===== src/rtl/cordic_pkg.sv =====
// Shared CORDIC definitions: FSM state type, atan table entries, gain constant
// and the binary-angle encodings of pi and pi/2.
package cordic_pkg;

  typedef enum logic [1:0] {StIdle, StRun, StComp, StHold} state_e;

  // pi scaled by 2^60, used to turn the fixed-point arctangent into binary angle units
  localparam logic [127:0] PiQ60 = 128'h3243_F6A8_885A_308D;

  // round(atan(2^-i) / pi * 2^(aw-1)); entries at or past niter_max read as zero
  function automatic logic [63:0] atan_phi(int unsigned aw, int unsigned niter_max,
                                           int unsigned i);
    logic [127:0] acc;
    logic [127:0] term;
    logic [127:0] num;
    int           shift;
    if (i >= niter_max) return '0;
    if (i == 0) return 64'(1) << (aw - 3);
    acc = '0;
    // Taylor series of atan(x) with x = 2^-i in Q60
    for (int k = 0; k < 64; k++) begin
      shift = 60 - (2 * k + 1) * int'(i);
      if (shift >= 0) begin
        term = (128'(1) << shift) / 128'(2 * k + 1);
        if (k % 2 == 0) acc = acc + term;
        else            acc = acc - term;
      end
    end
    num = (acc << (aw - 1)) + (PiQ60 >> 1);
    return 64'(num / PiQ60);
  endfunction

  // round(0.6072529 * 2^dw)
  function automatic logic [63:0] k_const(int unsigned dw);
    return ((64'd6072529 << dw) + 64'd5000000) / 64'd10000000;
  endfunction

  // pi encodes as -2^(aw-1); the raw bit pattern is 2^(aw-1)
  function automatic logic [63:0] pi_enc(int unsigned aw);
    return 64'(1) << (aw - 1);
  endfunction

  function automatic logic [63:0] half_pi_enc(int unsigned aw);
    return 64'(1) << (aw - 2);
  endfunction

endpackage


===== src/rtl/cordic_gen_stage.sv =====
// One combinational CORDIC micro-rotation for iteration i in rotation or vectoring mode.
module cordic_gen_stage
  import cordic_pkg::*;
#(
  parameter int unsigned XW = 17,
  parameter int unsigned AW = 16,
  parameter int unsigned IW = 5
) (
  input  logic signed [XW-1:0] i_x,
  input  logic signed [XW-1:0] i_y,
  input  logic        [AW-1:0] i_z,
  input  logic        [AW-1:0] i_phi,
  input  logic        [IW-1:0] i_iter,
  input  logic                 i_vec,
  output logic signed [XW-1:0] o_x,
  output logic signed [XW-1:0] o_y,
  output logic        [AW-1:0] o_z
);

  logic                 w_dpos;
  logic signed [XW-1:0] w_xs;
  logic signed [XW-1:0] w_ys;

  // d = +1 drives z toward zero in rotation, y toward zero in vectoring
  assign w_dpos = i_vec ? i_y[XW-1] : ~i_z[AW-1];
  assign w_xs   = i_x >>> i_iter;
  assign w_ys   = i_y >>> i_iter;

  // Apply the rotation in the selected direction; x/y/z wrap at their widths
  always_comb begin
    if (w_dpos) begin
      o_x = i_x - w_ys;
      o_y = i_y + w_xs;
      o_z = i_z - i_phi;
    end else begin
      o_x = i_x + w_ys;
      o_y = i_y - w_xs;
      o_z = i_z + i_phi;
    end
  end

endmodule


===== src/rtl/cordic_iter_gen.sv =====
// Iterative CORDIC engine with valid/ready handshakes, per-request iteration
// count and full-circle pre-conditioning. Optional gain compensation stage is
// enabled by defining CORDIC_GAIN_COMP_EN.
module cordic_iter_gen
  import cordic_pkg::*;
#(
  parameter int unsigned DW        = 16,
  parameter int unsigned AW        = 16,
  parameter int unsigned NITER_MAX = 16,
  parameter int unsigned TAGW      = 4,
  localparam int unsigned NW       = $clog2(NITER_MAX + 1)
) (
  input  logic                 clk,
  input  logic                 rst_n,
  input  logic                 in_valid,
  output logic                 in_ready,
  input  logic signed [DW-1:0] in_x,
  input  logic signed [DW-1:0] in_y,
  input  logic signed [AW-1:0] in_z,
  input  logic                 in_vec,
  input  logic        [NW-1:0] in_niter,
  input  logic      [TAGW-1:0] in_tag,
  output logic                 out_valid,
  input  logic                 out_ready,
  output logic signed [DW:0]   out_x,
  output logic signed [DW:0]   out_y,
  output logic signed [AW-1:0] out_z,
  output logic      [TAGW-1:0] out_tag
);

  localparam int unsigned XW   = DW + 1;
  localparam int unsigned LutN = 2 ** NW;

  state_e               r_state, w_state_n;
  logic signed [XW-1:0] r_x, r_y, w_x_step, w_y_step, w_x_pre, w_y_pre, w_x_ext, w_y_ext;
  logic        [AW-1:0] r_z, w_z_step, w_z_pre, w_phi;
  logic        [NW-1:0] r_i, r_n, w_n_clamp;
  logic                 r_vec, w_flip, w_last;
  logic      [TAGW-1:0] r_tag;
  logic signed [XW-1:0] r_out_x, r_out_y;
  logic        [AW-1:0] r_out_z;
  logic      [TAGW-1:0] r_out_tag;
  logic        [AW-1:0] w_phi_lut [LutN];

  for (genvar g = 0; g < LutN; g++) begin : g_lut
    assign w_phi_lut[g] = AW'(atan_phi(AW, NITER_MAX, g));
  end

  assign w_phi   = w_phi_lut[r_i];
  assign w_x_ext = {in_x[DW-1], in_x};
  assign w_y_ext = {in_y[DW-1], in_y};
  // Left half-plane in vectoring, or |z| beyond pi/2 in rotation
  assign w_flip  = in_vec ? in_x[DW-1] : (in_z[AW-1] ^ in_z[AW-2]);
  assign w_last  = (r_i + NW'(1)) == r_n;

  // Pre-rotate by pi; z+pi and z-pi are the same value modulo 2^AW
  always_comb begin
    w_x_pre = w_x_ext;
    w_y_pre = w_y_ext;
    w_z_pre = in_z;
    if (w_flip) begin
      w_x_pre = -w_x_ext;
      w_y_pre = -w_y_ext;
      w_z_pre = in_z + AW'(pi_enc(AW));
    end
  end

  // Clamp requested iterations into 1..NITER_MAX
  always_comb begin
    w_n_clamp = in_niter;
    if (in_niter == '0)                    w_n_clamp = NW'(1);
    else if (in_niter > NW'(NITER_MAX))    w_n_clamp = NW'(NITER_MAX);
  end

  cordic_gen_stage #(
    .XW (XW),
    .AW (AW),
    .IW (NW)
  ) u_stage (
    .i_x    (r_x),
    .i_y    (r_y),
    .i_z    (r_z),
    .i_phi  (w_phi),
    .i_iter (r_i),
    .i_vec  (r_vec),
    .o_x    (w_x_step),
    .o_y    (w_y_step),
    .o_z    (w_z_step)
  );

`ifdef CORDIC_GAIN_COMP_EN
  localparam int unsigned        PW   = 2 * XW;
  localparam logic signed [PW-1:0] KVal = PW'(k_const(DW));
  localparam logic signed [PW-1:0] Half = PW'(1) << (DW - 1);
  logic signed [PW-1:0] w_px, w_py;
  logic signed [XW-1:0] w_x_comp, w_y_comp;
  assign w_px     = PW'(r_x) * KVal + Half;
  assign w_py     = PW'(r_y) * KVal + Half;
  assign w_x_comp = w_px[DW +: XW];
  assign w_y_comp = w_py[DW +: XW];
`endif

  // Next-state logic for the request/iterate/present sequence
  always_comb begin
    w_state_n = r_state;
    unique case (r_state)
      StIdle: if (in_valid) w_state_n = StRun;
      StRun: begin
        if (w_last) begin
`ifdef CORDIC_GAIN_COMP_EN
          w_state_n = StComp;
`else
          w_state_n = StHold;
`endif
        end
      end
      StComp: w_state_n = StHold;
      StHold: if (out_ready) w_state_n = StIdle;
      default: w_state_n = StIdle;
    endcase
  end

  // State register
  always_ff @(posedge clk or negedge rst_n) begin
    if (!rst_n) r_state <= StIdle;
    else        r_state <= w_state_n;
  end

  // Working registers and output registers
  always_ff @(posedge clk or negedge rst_n) begin
    if (!rst_n) begin
      r_x       <= '0;
      r_y       <= '0;
      r_z       <= '0;
      r_i       <= '0;
      r_n       <= '0;
      r_vec     <= 1'b0;
      r_tag     <= '0;
      r_out_x   <= '0;
      r_out_y   <= '0;
      r_out_z   <= '0;
      r_out_tag <= '0;
    end else begin
      unique case (r_state)
        StIdle: begin
          if (in_valid) begin
            r_x   <= w_x_pre;
            r_y   <= w_y_pre;
            r_z   <= w_z_pre;
            r_i   <= '0;
            r_n   <= w_n_clamp;
            r_vec <= in_vec;
            r_tag <= in_tag;
          end
        end
        StRun: begin
          r_x <= w_x_step;
          r_y <= w_y_step;
          r_z <= w_z_step;
          r_i <= r_i + NW'(1);
`ifndef CORDIC_GAIN_COMP_EN
          if (w_last) begin
            r_out_x   <= w_x_step;
            r_out_y   <= w_y_step;
            r_out_z   <= w_z_step;
            r_out_tag <= r_tag;
          end
`endif
        end
        StComp: begin
`ifdef CORDIC_GAIN_COMP_EN
          r_out_x   <= w_x_comp;
          r_out_y   <= w_y_comp;
          r_out_z   <= r_z;
          r_out_tag <= r_tag;
`endif
        end
        default: ;
      endcase
    end
  end

  assign in_ready  = (r_state == StIdle);
  assign out_valid = (r_state == StHold);
  assign out_x     = r_out_x;
  assign out_y     = r_out_y;
  assign out_z     = r_out_z;
  assign out_tag   = r_out_tag;

endmodule

===== config.mk =====
export PLATFORM = sky130hd
export DESIGN_NAME = cordic_iter_gen
export DESIGN_NICKNAME = d
export VERILOG_FILES = /design/src/rtl/cordic_pkg.sv /design/src/rtl/cordic_gen_stage.sv /design/src/rtl/cordic_iter_gen.sv
export SDC_FILE = /design/constraint.sdc
export NUM_CORES = 1
export LEC_CHECK = 0
export ABC_AREA = 0
export CORE_MARGIN = 2
export CORE_UTILIZATION = 60
export DETAILED_ROUTE_END_ITERATION = 6
export GPL_TIMING_DRIVEN = 0
export PLACE_DENSITY_LB_ADDON = 0.15
export SYNTH_ARGS = -nofsm -noshare
export SYNTH_HDL_FRONTEND = slang
export SYNTH_SLANG_ARGS = --single-unit

===== constraint.sdc =====
create_clock -name clk -period 15.1 [get_ports clk]
set_input_delay 3.775 -clock clk [delete_from_list [all_inputs] [get_ports clk]]
set_output_delay 3.775 -clock clk [all_outputs]
set_load 0.005 [all_outputs]

==> results of run 1 <==
[state kept, by name, summed over array words and instances (netlist names)]
signal   cells
out_tag      4
out_x       17
out_y       17
out_z       16
r_i          5
r_n          5
r_state      2
r_tag        4
r_vec        1
r_x         17
r_y         17
r_z         16
[how the worst max path moves through the flow]
stage	to	slack [ps]	cells after the start
floorplan	r_y[16]	9590	8
global placement	out_tag[1]	5490	1
detailed placement	r_y[15]	8260	10
CTS	out_y[16]	8320	23
global route	out_y[16]	7800	23
finish	out_y[16]	7950	23
[cell type report]
| type | count | area (sq um) | area share |
|---|---|---|---|
| clock buffers | 17 | 425 | 0.0325 |
| diodes | 2 | 5.00 | 0.000383 |
| multi-input cells | 1052 | 7530 | 0.576 |
| repair buffers | 118 | 1200 | 0.0917 |
| flip-flops and latches | 121 | 3030 | 0.231 |
| clock inverters | 15 | 158 | 0.0121 |
| inverters | 40 | 150 | 0.0115 |
| well taps | 229 | 287 | 0.0219 |
| plain buffers | 73 | 294 | 0.0225 |
[routing by layer]
metal	vias to the layer above	global-route usage	wire length, um
li1	4948	-	-
met1	5385	0.579	16200
met2	855	0.654	18500
met3	175	0.125	5700
met4	0	0.216	2280
met5	-	0	0
[cells in the mapped netlist (3+ instances only)]
library cell  count  share of area
nand2_1         162          0.055
dfrtp_1         121           0.28
o21ai_0         114          0.052
nor2_1          106          0.036
a21oi_1          91          0.041
xnor2_1          68          0.054
ha_1             63          0.072
mux2_2           52          0.053
clkbuf_1         51          0.017
xor2_1           45          0.036
inv_1            37          0.013
mux2i_1          35          0.032
mux4_2           33          0.068
nor3_1           31          0.014
nand3_1          17         0.0077
a21o_1           15          0.010
o211ai_1         15          0.010
buf_1            13         0.0044
o21a_1           13         0.0089
a31oi_1          12         0.0068
a211oi_1         11         0.0075
o31ai_1          11         0.0075
or3_1            10         0.0057
and2_1            9         0.0051
nand2b_1          9         0.0051
nor2b_1           9         0.0051
nor4_1            9         0.0051
a22oi_1           8         0.0055
and3_1            8         0.0045
buf_2             7         0.0032
o22ai_1           7         0.0040
o21ai_1           6         0.0027
o41ai_1           6         0.0048
or2_2             6         0.0034
nand3b_1          5         0.0034
nor3b_1           5         0.0034
o21bai_1          5         0.0034
a21boi_0          4         0.0027
a221oi_1          4         0.0032
a22o_1            4         0.0032
a31o_2            3         0.0024
fa_1              3         0.0055
nand4_1           3         0.0017
[tightest hold or removal path, delay by kind of cell (launching register included)]
family          cells  cell delay, ps
simple gates        1              50
compound gates      1              60
flops               1             350
[stage by stage]
step / cell area, sq um / std cells / worst slack [ps] / hold slack [ps]
2_1_floorplan: 11000 / 1286 / 9590 / 450
3_3_place_gp: 12500 / 1632 / 5490 / 465
3_5_place_dp: 12500 / 1633 / 8260 / 471
4_1_cts: 13100 / 1665 / 8320 / 485
5_1_grt: 13100 / 1665 / 7800 / 512
6_report: 13100 / 1667 / 7950 / 488
[cell families after synthesis]
family                   Yosys count  synth area share
adder cells (fa/ha/maj)           66            0.0771
multiplexers                     120             0.153
buffers and inverters            113            0.0404
flip-flops                       121             0.275
AND/OR/NAND/NOR                  397             0.163
XOR/XNOR                         114            0.0920
AO/OA/AOI/OAI                    355             0.200
==> metrics.cfg, run 1 <==
[run_status]
outcome = finished, final reports clean

[synthesis]
syn_area_per_cell_sq_um = 8.56
synth_top_flop_cell = dfrtp_1
ys_warn_count = 0
syn_inst = 1286
syn_nets = 1414
ys_seq_elements = 121
netlist_area_sq_um = 11000
async_flop_share = 1.00
synth.distinct_cells = 75
synth_edf_count = 0
ys_seq_area_frac = 0.275

[critical_path]
rr_endpoint = out_y[16]
path_max_fanout = 10
crit_required_ps = 15400
cp-startpoint = r_i[0]
cp.arrival_ps = 7450
crit_type = reg2reg
critPathSlowestCell = xnor2_1
rrSetupSlack_ps = 7950
timing.rr.start = r_i[0]
critPathMaxStageDelay_ps = 640
reg2reg_depth = 23
endpoint_kind = register
start_kind = register
cp_cell_sequence = buf_6 > buf_4 > buf_2 > buf_2 > buf_1 > mux4_2 > a221oi_1 > and2_1 > ha_1 > nand2_1 > nor3_1 > a21oi_1 > xnor2_1 > mux2i_1 > ha_1 > and3_1 > nand3_1 > nand2_1 > a41o_1 > o41ai_1 > o21ai_0 > xnor2_1 > o21ai_1
crit_buf_inv = 5
critPathTopFamily = buffers and inverters

[floorplan]
initial_core_util = 0.613
ioPinCount = 118
coreArea_sq_um = 18000
num_rows = 49
die-area_sq_um = 19400
die_y_um = 139
die_x_um = 139

[sta]
slew_violations = 0
worst_pin_slew_ps = 1200
setup_viol = 0
min_period_ps = 7150
slew_headroom = 0.178
setup_tns_ps = 0
finalClockSkew_ps = 17.9
grt_setup_unrepaired = false
finalHoldViolCount = 0
fin_crit_sh = 0.473
fmax_mhz = 140

[finish]
syn2layout_area_growth_pct = 18.8
nets = 1551
layout-drive-gt1-share = 0.102
final_cell_mix = nand2_1 (162), dfrtp_1 (121), clkdlybuf4s50_1 (116)
fin_util = 0.728
final_common_cell = nand2_1
n_fill_cell = 1266

[clock_network]
cts_tree = built
cts_setup_buffers = 0
numCtsBuffers = 17
clock-sinks = 121
clkTransAtPathRegs_ps = 70
cts_max_path_buffers = 2
ctsRootBufferMaster = clkbuf_16
postCtsHoldBufs = 0
clock_latency_ps = 450
h-tree-depth = 4
cts_resized = 0

[worst_hold_path]
holdPathStages = 2
hp-class = reg2reg
holdPathEnd = r_z[0]
holdCritStartpoint = r_z[0]

[global_route]
antenna_found_initial = 2
grt_pass1_wl_mm = 64.4
grt_pass1_vias = 11200
overflow = 0
grtUsageTotal = 0.435
grt_max_degree = 82

[routing]
antenna_left = 0
vias = 11400
drt-pass1-iter-count = 6
wl_per_cell_um = 25.6
totalWireLength_mm = 42.7
via_per_inst = 6.82
drc = 0
drt_iter0_markers = 1665

[placement]
gp_congestion = 1.02
port_buffers = 117
place_hpwl_mm = 31.8

[run]
maxCapViolCount = 0

Power of run 1 is not shown: default switching activity piles up to over one toggle a cycle in this logic, so the estimate is an artifact.
==> inputs of run 2 (changes only) <==
--- a/config.mk
+++ b/config.mk
@@ -7,7 +7,7 @@
 export LEC_CHECK = 0
 export ABC_AREA = 0
 export CORE_MARGIN = 2
-export CORE_UTILIZATION = 60
+export CORE_UTILIZATION = 53
 export DETAILED_ROUTE_END_ITERATION = 6
 export GPL_TIMING_DRIVEN = 0
 export PLACE_DENSITY_LB_ADDON = 0.15
==> constraint.sdc (replaced) <==
create_clock -name clk -period 6.5 [get_ports clk]
set_input_delay 1.625 -clock clk [delete_from_list [all_inputs] [get_ports clk]]
set_output_delay 1.625 -clock clk [all_outputs]
set_load 0.005 [all_outputs]
==> metrics.cfg, run 2 (same netlist as run 1, synthesis figures left out) <==
[clock_network]
postCtsHoldBufs = 0
clock-sinks = 121
clkTransAtPathRegs_ps = 80
h-tree-depth = 4
numCtsBuffers = 17
cts_max_path_buffers = 2
ctsRootBufferMaster = clkbuf_16
clock_latency_ps = 440
cts_tree = built

[critical_path]
path_max_fanout = 10
timing.rr.start = r_i[2]
cp.arrival_ps = 6620
start_kind = register
crit_end = r_y[16]
crit_type = reg2reg
rrSetupSlack_ps = 230
crit_required_ps = 6850
cp-startpoint = r_i[2]
endpoint_kind = register
reg2reg_depth = 22
rr_endpoint = r_y[16]

[global_route]
grt_pass1_vias = 10500
grtUsageTotal = 0.379
overflow = 0
grt_pass1_wl_mm = 62.4
antenna_found_initial = 1
grt_max_degree = 70

[floorplan]
coreArea_sq_um = 20300
initial_core_util = 0.542
die-area_sq_um = 21900
die_y_um = 148
ioPinCount = 118
die_x_um = 148
num_rows = 52

[finish]
nets = 1552
final_common_cell = nand2_1
syn2layout_area_growth_pct = 19.7
multiInputGateArea_sq_um = 7570
layout-drive-gt1-share = 0.109
n_fill_cell = 1798
final_cell_mix = nand2_1 (162), dfrtp_1 (121), clkdlybuf4s50_1 (116)
antenna_cells = 0
fin_cells = 1707
seqCellArea_sq_um = 3030

[sta]
fmax_mhz = 159
slew_headroom = 0.225
min_period_ps = 6270
setup_viol = 0
slew_violations = 0
worst_pin_slew_ps = 1130
finalClockSkew_ps = 16.5
setup_tns_ps = 0
fin_crit_sh = 0.965
finalHoldViolCount = 0

[routing]
totalWireLength_mm = 41.0
vias = 10900
drt_iter0_markers = 1070
antenna_left = 0
drt-pass1-iter-count = 7
via_per_inst = 6.40
wl_per_cell_um = 24.0
drc = 0

[run]
maxCapViolCount = 0

[placement]
port_buffers = 117
place_hpwl_mm = 31.0
dp_cells = 1674
gp_congestion = 1.05

[run_status]
outcome = finished, final reports clean

[worst_hold_path]
hp-class = reg2reg

run 2: cell count changes in the layout (fill, tap and decap cells not counted), sizes merged:
cell    change
buf         -3
bufinv      -1
clkbuf      +4
clkinv      -2
diode       -2
inv         +3
run 2: per-stage QoR:
step	setup slack (ps)	hold WS (ps)	utilization	cell area (sq um)
global route	-10.9	512	0.649	13200
CTS	63.8	492	0.647	13100
finish	227	493	0.649	13200
detailed placement	-456	473	0.618	12500
floorplan	1340	450	-	11000
global placement	-1200	465	0.616	12500
run 2: worst max-delay path: stages (launching register included):
cell and delay (ps):
dfrtp_1 320, buf_2 230, clkbuf_1 500, clkbuf_2 440
mux4_2 360, mux2i_1 480, o21ai_0 160, nor2_1 210
nand3_1 280, nor3_1 500, nor2_1 120, xnor2_1 290
ha_1 340, a21o_1 190, a21o_1 210, nand2_1 70
nand2_1 60, a41o_1 230, o41ai_2 340, o21ai_0 250
xnor2_2 180, buf_4 170, a221oi_2 230
run 2: final cells by class:
cell class / instances / area share
Tap cell: 270 / 0.0256
Clock buffer: 17 / 0.0323
Sequential cell: 121 / 0.230
Clock inverter: 15 / 0.0112
Timing Repair Buffer: 119 / 0.0916
Buffer: 73 / 0.0235
Multi-Input combinational cell: 1052 / 0.575
Inverter: 40 / 0.0114
run 2: worst min-delay path by stage:
stage              start   endpoint  slack [ps]  cells past startpoint
2_1_floorplan     r_z[0]     r_z[0]         450                      2
3_3_place_gp    out_y[3]   out_y[3]         460                      2
3_5_place_dp   out_z[15]  out_z[15]         470                      2
4_1_cts           r_z[0]     r_z[0]         490                      2
5_1_grt         out_z[3]   out_z[3]         510                      1
6_report          r_z[7]     r_z[7]         490                      2
run 2: routing by layer:
metal,part of all wire,track usage
met1,0.42,0.520
met2,0.44,0.568
met3,0.10,0.101
met4,0.042,0.167
met5,0,0
run 2: what timing repair did:
action | in CTS | in global routing
resized for setup | 4 | 13
pin swaps | 0 | 1
endpoints found under the setup margin | 3 | 14
setup buffers | 0 | 1
Power of run 2 is left out for the same reason.
